$ cat src/rtl/i2s_pkg.sv
// Shared types and constants for the I2S receiver: FSM state encoding and
// synchronizer depth.
package i2s_pkg;

    localparam int unsigned SYNC_DEPTH = 2;

    typedef enum logic [1:0] {
        StSync  = 2'd0,
        StLeft  = 2'd1,
        StRight = 2'd2
    } i2s_state_e;

    // Index width that stays legal for a one-bit word.
    function automatic int unsigned idx_width(input int unsigned width);
        return (width > 1) ? $clog2(width) : 1;
    endfunction

endpackage

$ cat src/rtl/i2s_edge_sync.sv
// Multi-flop synchronizer for one asynchronous input, plus a rising-edge
// pulse derived from the synchronized level.
module i2s_edge_sync
    import i2s_pkg::*;
#(
    parameter int unsigned DEPTH = SYNC_DEPTH
) (
    input  logic clk_in,
    input  logic rst_in,
    input  logic async_in,
    output logic sync_out,
    output logic rise_out
);

    logic [DEPTH-1:0] sync_q;
    logic             prev_q;

    always_ff @(posedge clk_in) begin
        if (rst_in) begin
            sync_q <= '0;
            prev_q <= 1'b0;
        end else begin
            sync_q <= {sync_q[DEPTH-2:0], async_in};
            prev_q <= sync_q[DEPTH-1];
        end
    end

    assign sync_out = sync_q[DEPTH-1];
    assign rise_out = sync_q[DEPTH-1] & ~prev_q;

endmodule

$ cat src/rtl/i2s_rx.sv
// I2S receiver: oversamples sclk/lrck/sdata on clk_in, deserializes left/right
// words and presents them as a valid/ready pair. Define I2S_RX_OVR_EN for ovr_out.
module i2s_rx
    import i2s_pkg::*;
#(
    parameter int unsigned PDATA_WIDTH = 32
) (
    input  logic                   clk_in,
    input  logic                   rst_in,
    input  logic                   lrck_in,
    input  logic                   sclk_in,
    input  logic                   sdata_in,
    output logic [PDATA_WIDTH-1:0] pldata_out,
    output logic [PDATA_WIDTH-1:0] prdata_out,
    output logic                   pvalid_out,
    input  logic                   pready_in
`ifdef I2S_RX_OVR_EN
    ,
    output logic                   ovr_out
`endif
);

    localparam int unsigned CNT_W = $clog2(PDATA_WIDTH + 1);
    localparam int unsigned IDX_W = idx_width(PDATA_WIDTH);
    localparam logic [CNT_W-1:0] CNT_MAX = CNT_W'(PDATA_WIDTH);
    localparam logic [CNT_W-1:0] CNT_ONE = CNT_W'(1);

    // Synchronized inputs
    logic sclk_rise;
    logic lrck_sync;
    logic sdata_sync;
    logic unused_sclk_lvl;
    logic unused_lrck_rise;
    logic unused_sdata_rise;

    i2s_edge_sync #(.DEPTH(SYNC_DEPTH)) u_sclk_sync (
        .clk_in   (clk_in),
        .rst_in   (rst_in),
        .async_in (sclk_in),
        .sync_out (unused_sclk_lvl),
        .rise_out (sclk_rise)
    );

    i2s_edge_sync #(.DEPTH(SYNC_DEPTH)) u_lrck_sync (
        .clk_in   (clk_in),
        .rst_in   (rst_in),
        .async_in (lrck_in),
        .sync_out (lrck_sync),
        .rise_out (unused_lrck_rise)
    );

    i2s_edge_sync #(.DEPTH(SYNC_DEPTH)) u_sdata_sync (
        .clk_in   (clk_in),
        .rst_in   (rst_in),
        .async_in (sdata_in),
        .sync_out (sdata_sync),
        .rise_out (unused_sdata_rise)
    );

    // Sample stage: one registered bit/lrck pair per detected sclk rise
    logic smp_valid_q;
    logic smp_lrck_q;
    logic smp_data_q;

    always_ff @(posedge clk_in) begin
        if (rst_in) begin
            smp_valid_q <= 1'b0;
            smp_lrck_q  <= 1'b0;
            smp_data_q  <= 1'b0;
        end else begin
            smp_valid_q <= sclk_rise;
            smp_lrck_q  <= lrck_sync;
            smp_data_q  <= sdata_sync;
        end
    end

    // Deserializer and frame FSM
    i2s_state_e             state_q, state_d;
    logic [CNT_W-1:0]       cnt_q, cnt_d;
    logic [PDATA_WIDTH-1:0] shift_q, shift_d;
    logic                   prev_lrck_q, prev_lrck_d;
    logic [PDATA_WIDTH-1:0] left_q, left_d;
    logic                   pub_q, pub_d;
    logic [PDATA_WIDTH-1:0] pub_left_q, pub_left_d;
    logic [PDATA_WIDTH-1:0] pub_right_q, pub_right_d;
    logic [PDATA_WIDTH-1:0] word_cur;
    logic [IDX_W-1:0]       bit_idx;
    logic                   boundary;

    assign bit_idx  = IDX_W'(CNT_MAX - CNT_ONE - cnt_q);
    assign boundary = smp_valid_q & (smp_lrck_q != prev_lrck_q);

    // Current word with this sample merged in; bits past the word width are dropped.
    always_comb begin
        word_cur = shift_q;
        if (cnt_q < CNT_MAX) begin
            word_cur[bit_idx] = smp_data_q;
        end
    end

    always_ff @(posedge clk_in) begin
        if (rst_in) begin
            state_q     <= StSync;
            cnt_q       <= '0;
            shift_q     <= '0;
            prev_lrck_q <= 1'b0;
            left_q      <= '0;
            pub_q       <= 1'b0;
            pub_left_q  <= '0;
            pub_right_q <= '0;
        end else begin
            state_q     <= state_d;
            cnt_q       <= cnt_d;
            shift_q     <= shift_d;
            prev_lrck_q <= prev_lrck_d;
            left_q      <= left_d;
            pub_q       <= pub_d;
            pub_left_q  <= pub_left_d;
            pub_right_q <= pub_right_d;
        end
    end

    always_comb begin
        state_d     = state_q;
        cnt_d       = cnt_q;
        shift_d     = shift_q;
        prev_lrck_d = prev_lrck_q;
        left_d      = left_q;
        pub_d       = 1'b0;
        pub_left_d  = pub_left_q;
        pub_right_d = pub_right_q;

        if (smp_valid_q) begin
            prev_lrck_d = smp_lrck_q;
            if (boundary) begin
                // Boundary bit is the LSB of the word that just ended.
                cnt_d   = '0;
                shift_d = '0;
                unique case (state_q)
                    StSync: begin
                        if (!smp_lrck_q) begin
                            state_d = StLeft;
                        end
                    end
                    StLeft: begin
                        if (smp_lrck_q) begin
                            left_d  = word_cur;
                            state_d = StRight;
                        end
                    end
                    StRight: begin
                        if (!smp_lrck_q) begin
                            pub_d       = 1'b1;
                            pub_left_d  = left_q;
                            pub_right_d = word_cur;
                            state_d     = StLeft;
                        end
                    end
                    default: state_d = StSync;
                endcase
            end else begin
                shift_d = word_cur;
                if (cnt_q != CNT_MAX) begin
                    cnt_d = cnt_q + CNT_ONE;
                end
            end
        end
    end

    // Output holding register with valid/ready handshake
    logic                   pvalid_q;
    logic [PDATA_WIDTH-1:0] pldata_q;
    logic [PDATA_WIDTH-1:0] prdata_q;

    always_ff @(posedge clk_in) begin
        if (rst_in) begin
            pvalid_q <= 1'b0;
            pldata_q <= '0;
            prdata_q <= '0;
        end else if (pub_q) begin
            // A new pair always wins, even over an unconsumed one.
            pvalid_q <= 1'b1;
            pldata_q <= pub_left_q;
            prdata_q <= pub_right_q;
        end else if (pvalid_q && pready_in) begin
            pvalid_q <= 1'b0;
        end
    end

    assign pvalid_out = pvalid_q;
    assign pldata_out = pldata_q;
    assign prdata_out = prdata_q;

`ifdef I2S_RX_OVR_EN
    logic ovr_q;

    always_ff @(posedge clk_in) begin
        if (rst_in) begin
            ovr_q <= 1'b0;
        end else if (pub_q && pvalid_q && !pready_in) begin
            ovr_q <= 1'b1;
        end
    end

    assign ovr_out = ovr_q;
`endif

endmodule
$ cat config.mk
export PLATFORM = sky130hd
export DESIGN_NAME = i2s_rx
export DESIGN_NICKNAME = d
export VERILOG_FILES = /design/src/rtl/i2s_pkg.sv /design/src/rtl/i2s_edge_sync.sv /design/src/rtl/i2s_rx.sv
export SDC_FILE = /design/constraint.sdc
export NUM_CORES = 1
export LEC_CHECK = 0
export ABC_AREA = 1
export CORE_ASPECT_RATIO = 1.75
export CORE_MARGIN = 8
export CORE_UTILIZATION = 64
export CTS_BUF_LIST = sky130_fd_sc_hd__clkbuf_2 sky130_fd_sc_hd__clkbuf_4 sky130_fd_sc_hd__clkbuf_8
export DETAILED_ROUTE_END_ITERATION = 16
export GPL_TIMING_DRIVEN = 0
export PLACE_DENSITY = 0.87
export SETUP_SLACK_MARGIN = 0.15
export SYNTH_ARGS = -nofsm -noshare
export SYNTH_HDL_FRONTEND = slang
export SYNTH_SLANG_ARGS = --single-unit
$ cat constraint.sdc
create_clock -name clk_in -period 2.4 [get_ports clk_in]
set_clock_uncertainty 0.2 [all_clocks]
set_input_delay 0.48 -clock clk_in [delete_from_list [all_inputs] [get_ports clk_in]]
set_output_delay 0.48 -clock clk_in [all_outputs]
set_load 0.1 [all_outputs]
==> results.sh, run 1 <==
export IMPL_status="completed"
export IMPL_fin_crit_sh_pct=89.0
export IMPL_synthTopCellsByArea="dfxtp_1, nor2_1, o21ai_0"
export IMPL_critPathTopFamily="buffers and inverters"
export IMPL_top_layer_used="met4"
export IMPL_vias_per_cell=5.53
export IMPL_drt_wl_total_mm=20.5
export IMPL_syn_area_mm2=0.00804
export IMPL_rsz0062_at_grt="no"
export IMPL_syn_num_nets=1057
export IMPL_setup_viol=0
export IMPL_ant_nets=0
export IMPL_ys_warn_count=0
export IMPL_cts_buffers=28
export IMPL_crit_path_max_fanout=2
export IMPL_synth_seq_area_share_pct=53.0
export IMPL_hold_violations=0
export IMPL_grt_pass1_wl_mm=33.1
export IMPL_setup_worst_path_end="pldata_out[19]"
export IMPL_antenna_cells=0
export IMPL_worstMarginPinSlew_ps=557
export IMPL_dieArea_mm2=0.0166
export IMPL_dr_first_iter_drc_count=477
export IMPL_drt_met1_wl_mm=7.61
export IMPL_syn_to_final_growth_pct=19.6
export IMPL_fin_crit_ps=2140
export IMPL_die_x_um=101
export IMPL_ir_worst_vdd_mv=0.652
export IMPL_cp_cell_sequence="clkdlybuf4s15_2"
export IMPL_crit_slowest_cell="clkdlybuf4s15_2"
export IMPL_cp_arrival_ps=1460
export IMPL_drive_gt1_share_pct=13.5
export IMPL_post_drt_wl_per_cell_um=15.4
export IMPL_die_h_um=164
export IMPL_final_nets=1156
export IMPL_core_area_mm2=0.0124
export IMPL_p_leak_nw=4.02
export IMPL_fmax_mhz=468
export IMPL_grt_max_degree=14
export IMPL_synth_seq_cells=213
export IMPL_io_buffers=69
export IMPL_drc=0
export IMPL_gp_congestion=0.928
export IMPL_grtUsageTotal_pct=24.7
export IMPL_dr_wl_met3_mm=1.21
export IMPL_fill_cells=915
export IMPL_holdWs_ps=116
export IMPL_start_util_pct=65.1
export IMPL_grt_antenna_before_repair=0
export IMPL_drv_slew=0
export IMPL_dr_wl_met2_mm=10.8
export IMPL_startpoint_type="flop"
export IMPL_tns_ps=0
export IMPL_clk_pin_slew_ps=70
export IMPL_crit_buf_inv=1
export IMPL_row_count=54
export IMPL_post_cts_buffers=0
export IMPL_synth_top_area_cell="dfxtp_1"
export IMPL_r2r_cells=7
export IMPL_ios=71
export IMPL_r2r_end="left_q[4]"
export IMPL_ys_types=28
export IMPL_max_stage_delay_ps=570
export IMPL_hpwlAfterDp_mm=14.7
export IMPL_dr_pass1_iters=5
export IMPL_synth_top_cell_area_share_pct=53.0
export IMPL_slew_headroom_pct=63.0
export IMPL_hold_path_class="in -> reg"
export IMPL_timing_rr_start="cnt_q[0]"
export IMPL_clock_sinks=213
export IMPL_cp_depth=1
export IMPL_cp_startpoint="pldata_out[19]"
export IMPL_cts_root_buf="clkbuf_8"
export IMPL_grt_pass1_vias=7106
export IMPL_clock_latency_ps=540
export IMPL_route_vias_total=7378
export IMPL_overflow=0
export IMPL_powerDensity_mw_per_mm2=673
export IMPL_end_kind="output pin"
export IMPL_worstPathRequired_ps=1720
export IMPL_h_tree_depth=1
export IMPL_clockBufferDepth=3
export IMPL_rrSetupSlack_ps=380
export IMPL_synth_area_per_cell_um2=7.69
export IMPL_cts_tree="done"
export IMPL_synth_cells=1046
export IMPL_worst_setup_path_type="reg -> out"
export IMPL_maxCapViolations=0
==> metal layers <==
layer,vias to the layer above,track usage (%)
met5,-,0
li1,3626,-
met2,246,46.5
met1,3443,25.4
met3,63,3.35
met4,0,13.1
==> cell type report <==
type	instances	area (um2)	share of cell area, %
buffer	71	325	3.38
clock buffer	39	512	5.32
clock inverter	11	80.1	0.832
inverter	45	169	1.76
multi-input combinational	717	3290	34.2
sequential	213	4260	44.3
tap	168	210	2.19
timing repair buffer	69	772	8.03
==> cells in the final DEF (no fill, tap or decap), types with 2 or more instances in the layout <==
cell type	synthesis	final
o21ai_1	9	9
buf_2	22	22
a21oi_1	104	104
clkbuf_1	40	39
nor3_2	2	2
nand2_1	125	125
nor2_1	223	223
ha_1	5	5
xor2_1	3	3
clkdlybuf4s15_2	0	65
a21o_1	7	7
clkinv_1	2	2
nand4_1	3	3
clkdlybuf4s50_1	0	4
o21bai_1	8	8
inv_2	3	3
nand3_1	63	63
clkbuf_8	0	35
buf_4	4	4
o21ai_0	154	154
dfxtp_1	213	213
or2_2	4	4
nor2_2	2	2
buf_6	2	2
clkinv_2	0	10
inv_1	40	40
clkbuf_4	0	4
buf_1	3	3
==> repair_timing <==
| item | CTS | global route |
|---|---|---|
| hold buffers | 0 | 0 |
| resized for setup | 195 | 2 |
| setup endpoints to repair | 65 | 1 |
==> cells in the mapped netlist <==
master and count:
o21ai_1 9, nand4_1 3, buf_2 22, nor2_4 1, buf_6 2, inv_1 40
clkbuf_1 40, ha_1 5, nor3_2 2, a211oi_1 1, a21oi_1 104, inv_2 3
or2_2 4, buf_4 4, o21ai_0 154, a21o_1 7, clkinv_1 2, nor2_2 2
nor2_1 223, or2_1 1, dfxtp_1 213, xor2_1 3, nand4_4 1, nor3_1 1
nand3_1 63, buf_1 3, o21bai_1 8, nand2_1 125
==> worst min-delay path by stage <==
stage / from / to / slack [ps] / cells past startpoint
floorplan: u_sclk_sync.prev_q / smp_valid_q / 170 / 1
global placement: u_sclk_sync.prev_q / smp_valid_q / 180 / 1
detailed placement: u_sclk_sync.prev_q / smp_valid_q / 180 / 1
CTS: rst_in / cnt_q[5] / 100 / 4
global route: rst_in / cnt_q[5] / 140 / 4
finish: rst_in / cnt_q[5] / 120 / 4
==> registers in the layout (all words and copies together), names as in the netlist, 6 cells and up <==
| register | count |
|---|---|
| cnt_q | 6 |
| left_q | 32 |
| pldata_out | 32 |
| prdata_out | 32 |
| pub_left_q | 32 |
| pub_right_q | 32 |
| shift_q | 32 |
==> report_power, final <==
group / internal (mW) / total, mW / switching [mW] / leakage (nW)
combinational: 0.0353 / 0.134 / 0.0990 / 1.99
clock: 1.49 / 2.80 / 1.31 / 0.323
sequential: 3.54 / 3.55 / 0.00490 / 1.72
==> through the flow <==
step,instance area (um2),setup WS (ps),util [%],power [mW],std cells
after CTS,9620,240,77.8,6.49,1333
after detailed placement,8940,250,72.3,3.76,1283
after global routing,9620,227,77.8,6.66,1333
after floorplan,8040,765,-,3.71,1046
final,9620,264,77.8,6.48,1333
after global placement,8940,254,72.3,3.76,1283
==> cell families after synthesis <==
group,synth area share (%)
and+or+nand+nor,21.7
DFF,53.0
AOI/OAI and AO/OA,18.1
xor gates and xnor gates,0.327
adders and majority gates,0.778
buffers and inverters,6.13
Power figures use the tool's default switching activity.
==> run 2: changes to the inputs <==
- clock period: 2.4 -> 2.65 ns (I/O delays scaled with it)
==> run 2 against run 1 <==
Net effect: utilization down 1.2 points; clock power down 9.3%; critical path depth unchanged; total power down 9.4%; highest routed layer unchanged; register-to-register slack better by 140 ps.
==> results.sh, run 2 (synthesis results as in run 1) <==
export IMPL_status="completed"
export IMPL_hold_violations=0
export IMPL_pre_cts_slack_ps=450
export IMPL_cts_tree="done"
export IMPL_clock_sinks=213
export IMPL_die_h_um=164
export IMPL_timing_rr_start="pub_q"
export IMPL_core_area_mm2=0.0124
export IMPL_cts_root_buf="clkbuf_8"
export IMPL_powerDensity_mw_per_mm2=619
export IMPL_grt_pass1_wl_mm=32.8
export IMPL_grt_pass1_vias=7090
export IMPL_crit_path_max_fanout=2
export IMPL_route_vias_total=7395
export IMPL_grt_antenna_before_repair=0
export IMPL_drt_wl_total_mm=20.4
export IMPL_overflow=0
export IMPL_fin_crit_sh_pct=93.3
export IMPL_h_tree_depth=1
export IMPL_drive_gt1_share_pct=7.81
export IMPL_syn_to_final_growth_pct=17.8
export IMPL_drv_slew=0
export IMPL_slew_headroom_pct=35.3
export IMPL_hpwlAfterDp_mm=14.7
export IMPL_crit_buf_inv=1
export IMPL_clock_latency_ps=540
export IMPL_p_leak_nw=4.26
export IMPL_maxCapViolations=0
export IMPL_cp_cell_sequence="dlygate4sd2_1"
export IMPL_gp_congestion=0.928
export IMPL_hold_path_class="in -> reg"
export IMPL_rrSetupSlack_ps=520
export IMPL_dieArea_mm2=0.0166
export IMPL_fill_cells=974
export IMPL_cts_buffers=28
export IMPL_io_buffers=69
export IMPL_setup_slack_ps=178
export IMPL_ir_worst_vdd_mv=0.591
export IMPL_worstHoldStart="rst_in"
export IMPL_final_common_cell="nor2_1"
export IMPL_worstMarginPinSlew_ps=975
export IMPL_row_count=54
export IMPL_ios=71
export IMPL_dr_first_iter_drc_count=536
export IMPL_tns_ps=0
export IMPL_fin_crit_ps=2470
export IMPL_regArea_mm2=0.00426
export IMPL_hold_buffers=0
export IMPL_cp_startpoint="pldata_out[1]"
export IMPL_drc=0
export IMPL_die_x_um=101
export IMPL_final_util_pct=76.6
export IMPL_ant_nets=0
export IMPL_clockBufferDepth=3
export IMPL_post_drt_wl_per_cell_um=15.3
export IMPL_max_stage_delay_ps=870
export IMPL_end_kind="output pin"
export IMPL_antenna_cells=0
export IMPL_start_util_pct=65.1
export IMPL_setup_viol=0
export IMPL_grtUsageTotal_pct=24.5
export IMPL_crit_slowest_cell="dlygate4sd2_1"
export IMPL_fmax_mhz=405
export IMPL_rsz0062_at_grt="no"
export IMPL_vias_per_cell=5.55
export IMPL_multi_input_area_mm2=0.00329
export IMPL_worstPathRequired_ps=1920
export IMPL_final_cell_mix="nor2_1, dfxtp_1, o21ai_0"
export IMPL_dr_pass1_iters=8
export IMPL_grt_max_degree=14
export IMPL_clk_pin_slew_ps=70
export IMPL_p_total_mw=5.87
export IMPL_startpoint_type="flop"
export IMPL_final_nets=1156
export IMPL_worst_setup_path_type="reg -> out"
export IMPL_critPathTopFamily="buffers and inverters"
export IMPL_cp_arrival_ps=1740
## run 2: cell types whose count changed in the layout (fill, tap and decap cells not counted)
cell             change
clkdlybuf4s15_2     -65
dlygate4sd2_1       +50
clkdlybuf4s15_1     +15
clkbuf_1             +1
clkbuf_2             -1
## run 2: power breakdown
group | leakage, nW | total (mW) | switching (mW) | internal (mW)
combinational | 2.22 | 0.122 | 0.0896 | 0.0320
sequential | 1.72 | 3.21 | 0.00442 | 3.21
clock | 0.323 | 2.54 | 1.19 | 1.35
total | 4.26 | 5.87 | 1.28 | 4.59
## run 2: worst register-to-register path, delay by kind of cell (launching register included)
| kind | cells | cell delay, ps |
|---|---|---|
| flops | 1 | 420 |
| buf+inv | 4 | 1170 |
| simple gates | 2 | 240 |
## run 2: worst paths after layout
| check | cells past startpoint | to |
|---|---|---|
| setup / recovery | 1 | pldata_out[1] |
| setup reg to reg | 6 | pldata_out[27] |
| hold reg to reg | 1 | smp_valid_q |
| hold / removal | 4 | cnt_q[5] |
## run 2: per-stage QoR
stage / instances / hold slack, ps / area [um2]
4_1_cts: 1333 / 151 / 9460
3_3_place_gp: 1283 / 176 / 8940
5_1_grt: 1333 / 186 / 9470
3_5_place_dp: 1283 / 183 / 8940
6_report: 1333 / 164 / 9470
2_1_floorplan: 1046 / 173 / 8040
## run 2: what timing repair did
item,4_1_cts,5_1_grt
buffers inserted,0,0
endpoints found under the setup margin,65,15
resized for setup,65,15
hold endpoints to repair,0,0
## run 2: routing by layer
metal	part of all wire (%)	global-route usage (%)	vias to the layer above	routed length, um
li1	-	-	3627	-
met1	37	25.2	3438	7570
met2	53	45.9	261	10700
met3	5.8	3.35	69	1190
met4	4.5	13.1	0	924
met5	0	0	-	0
## run 2: cell type report
cell class | count | share of cell area (%)
buffer | 71 | 3.42
clock buffer | 39 | 5.40
clock inverter | 11 | 0.845
inverter | 45 | 1.78
multi-input combinational | 717 | 34.7
sequential | 213 | 45.0
tap | 168 | 2.22
timing repair buffer | 69 | 6.63
==> run 3: changes to the inputs <==
--- a/config.mk
+++ b/config.mk
@@ -9,9 +9,8 @@
 export CORE_ASPECT_RATIO = 1.75
 export CORE_MARGIN = 8
-export CORE_UTILIZATION = 64
+export CORE_UTILIZATION = 40
 export CTS_BUF_LIST = sky130_fd_sc_hd__clkbuf_2 sky130_fd_sc_hd__clkbuf_4 sky130_fd_sc_hd__clkbuf_8
 export DETAILED_ROUTE_END_ITERATION = 16
 export GPL_TIMING_DRIVEN = 0
-export PLACE_DENSITY = 0.87
 export SETUP_SLACK_MARGIN = 0.15
 export SYNTH_ARGS = -nofsm -noshare
--- a/constraint.sdc
+++ b/constraint.sdc
@@ -3,3 +3,3 @@
 set_input_delay 0.53 -clock clk_in [delete_from_list [all_inputs] [get_ports clk_in]]
 set_output_delay 0.53 -clock clk_in [all_outputs]
-set_load 0.1 [all_outputs]
+set_load 0.01 [all_outputs]
==> run 3 against run 2 <==
Net effect: global-route usage down 7.2 points; highest routed layer unchanged; via count down 4.3%; register-to-register slack better by 70 ps; total power up 1.8%; utilization down 28 points; sequential share of layout area down 0.90 points; worst setup slack better by 220 ps; clock-buffer cell count up 12; sequential power about the same.
==> results.sh, run 3 (synthesis results as in run 1) <==
export IMPL_status="completed"
export IMPL_crit_path_max_fanout=2
export IMPL_ios=71
export IMPL_crit_slowest_cell="clkdlybuf4s50_1"
export IMPL_grt_antenna_before_repair=0
export IMPL_holdWs_ps=157
export IMPL_clock_power_share_pct=44.1
export IMPL_cts_tree="done"
export IMPL_antenna_cells=0
export IMPL_dr_pass1_iters=5
export IMPL_grtUsageTotal_pct=17.2
export IMPL_ctsResizeCount=0
export IMPL_io_buffers=69
export IMPL_cp_cell_sequence="clkdlybuf4s50_1"
export IMPL_final_nets=1158
export IMPL_max_stage_delay_ps=580
export IMPL_core_area_mm2=0.0197
export IMPL_gp_congestion=0.868
export IMPL_combPwrFrac_pct=2.1
export IMPL_tns_ps=0
export IMPL_start_util_pct=40.8
export IMPL_final_common_cell="nor2_1"
export IMPL_hold_buffers=0
export IMPL_internal_power_mw=4.70
export IMPL_ir_worst_vdd_mv=0.346
export IMPL_h_tree_depth=1
export IMPL_clock_latency_ps=550
export IMPL_maxCapViolations=0
export IMPL_syn_to_final_growth_pct=20.2
export IMPL_p_leak_nw=4.01
export IMPL_worstPathRequired_ps=1920
export IMPL_end_kind="output pin"
export IMPL_clockBufferDepth=3
export IMPL_critPathTopFamily="buffers and inverters"
export IMPL_cts_root_buf="clkbuf_8"
export IMPL_hpwlAfterDp_mm=16.0
export IMPL_setup_slack_ps=400
export IMPL_drc=0
export IMPL_hold_path_class="in -> reg"
export IMPL_clock_sinks=213
export IMPL_p_sw_mw=1.28
export IMPL_rsz0062_at_grt="no"
export IMPL_slew_headroom_pct=50.8
export IMPL_fin_crit_sh_pct=84.9
export IMPL_die_h_um=204
export IMPL_post_cts_buffers=0
export IMPL_powerDensity_mw_per_mm2=618
export IMPL_worstMarginPinSlew_ps=737
export IMPL_drive_gt1_share_pct=7.97
export IMPL_post_drt_wl_per_cell_um=15.3
export IMPL_fin_crit_ps=2250
export IMPL_pwr_share_seq_pct=53.8
export IMPL_grt_max_degree=15
export IMPL_overflow=0
export IMPL_grt_pass1_vias=6923
export IMPL_final_util_pct=49.0
export IMPL_crit_buf_inv=1
export IMPL_worst_setup_path_type="reg -> out"
export IMPL_setup_viol=0
export IMPL_die_x_um=123
export IMPL_dieArea_mm2=0.0251
export IMPL_ant_nets=0
export IMPL_row_count=68
export IMPL_route_vias_total=7078
export IMPL_hold_violations=0
export IMPL_grt_pass1_wl_mm=35.0
export IMPL_cts_buffers=30
export IMPL_cp_arrival_ps=1520
export IMPL_pre_cts_slack_ps=422
export IMPL_dr_first_iter_drc_count=289
export IMPL_final_cell_mix="nor2_1, dfxtp_1, o21ai_0"
export IMPL_drv_slew=0
export IMPL_startpoint_type="flop"
export IMPL_vias_per_cell=5.01
export IMPL_p_sw_share_pct=21.4
export IMPL_fmax_mhz=444
export IMPL_clk_pin_slew_ps=60
export IMPL_drt_wl_total_mm=21.5
-- run 3: per-stage QoR --
stage | total power [mW] | instance area (um2) | std cells
5_1_grt | 6.20 | 9670 | 1412
6_report | 5.98 | 9670 | 1412
3_3_place_gp | 3.41 | 9040 | 1360
2_1_floorplan | 3.36 | 8040 | 1046
3_5_place_dp | 3.41 | 9040 | 1360
4_1_cts | 6.05 | 9670 | 1412
-- run 3: power by group through the flow --
stage / clock (mW) / combinational, mW / sequential, mW
3_3_place_gp: 0 / 0.128 / 3.28
3_5_place_dp: 0 / 0.128 / 3.28
2_1_floorplan: 0 / 0.0796 / 3.28
4_1_cts: 2.71 / 0.129 / 3.21
6_report: 2.64 / 0.125 / 3.21
5_1_grt: 2.85 / 0.141 / 3.21
-- run 3: final timing paths --
kind                       from              to  slack [ps]  cells after the start
max               prdata_out[1]   prdata_out[1]         400                      1
min reg2reg  u_sclk_sync.prev_q     smp_valid_q         180                      1
max reg2reg               pub_q  pldata_out[22]         590                      6
min                      rst_in        cnt_q[5]         160                      4
-- run 3: cell type report --
class	instances	area [um2]
Fill cell	2028	10100
Sequential cell	213	4260
Multi-Input combinational cell	717	3290
Timing Repair Buffer	69	691
Clock buffer	51	621
Buffer	71	324
Tap cell	245	307
Inverter	45	169
Clock inverter	1	5.00
-- run 3: worst register-to-register path: stages, from the launching register on --
cell	delay (ps)
dfxtp_1	320
clkbuf_1	560
inv_1	130
buf_2	250
buf_1	270
nor2_1	170
nor2_1	60
-- run 3: layer usage --
metal	vias up	track usage [%]	wire, um
li1	3636	-	-
met1	3277	18.7	8500
met2	124	32.5	11600
met3	41	2.19	859
met4	0	6.70	592
met5	-	0	0
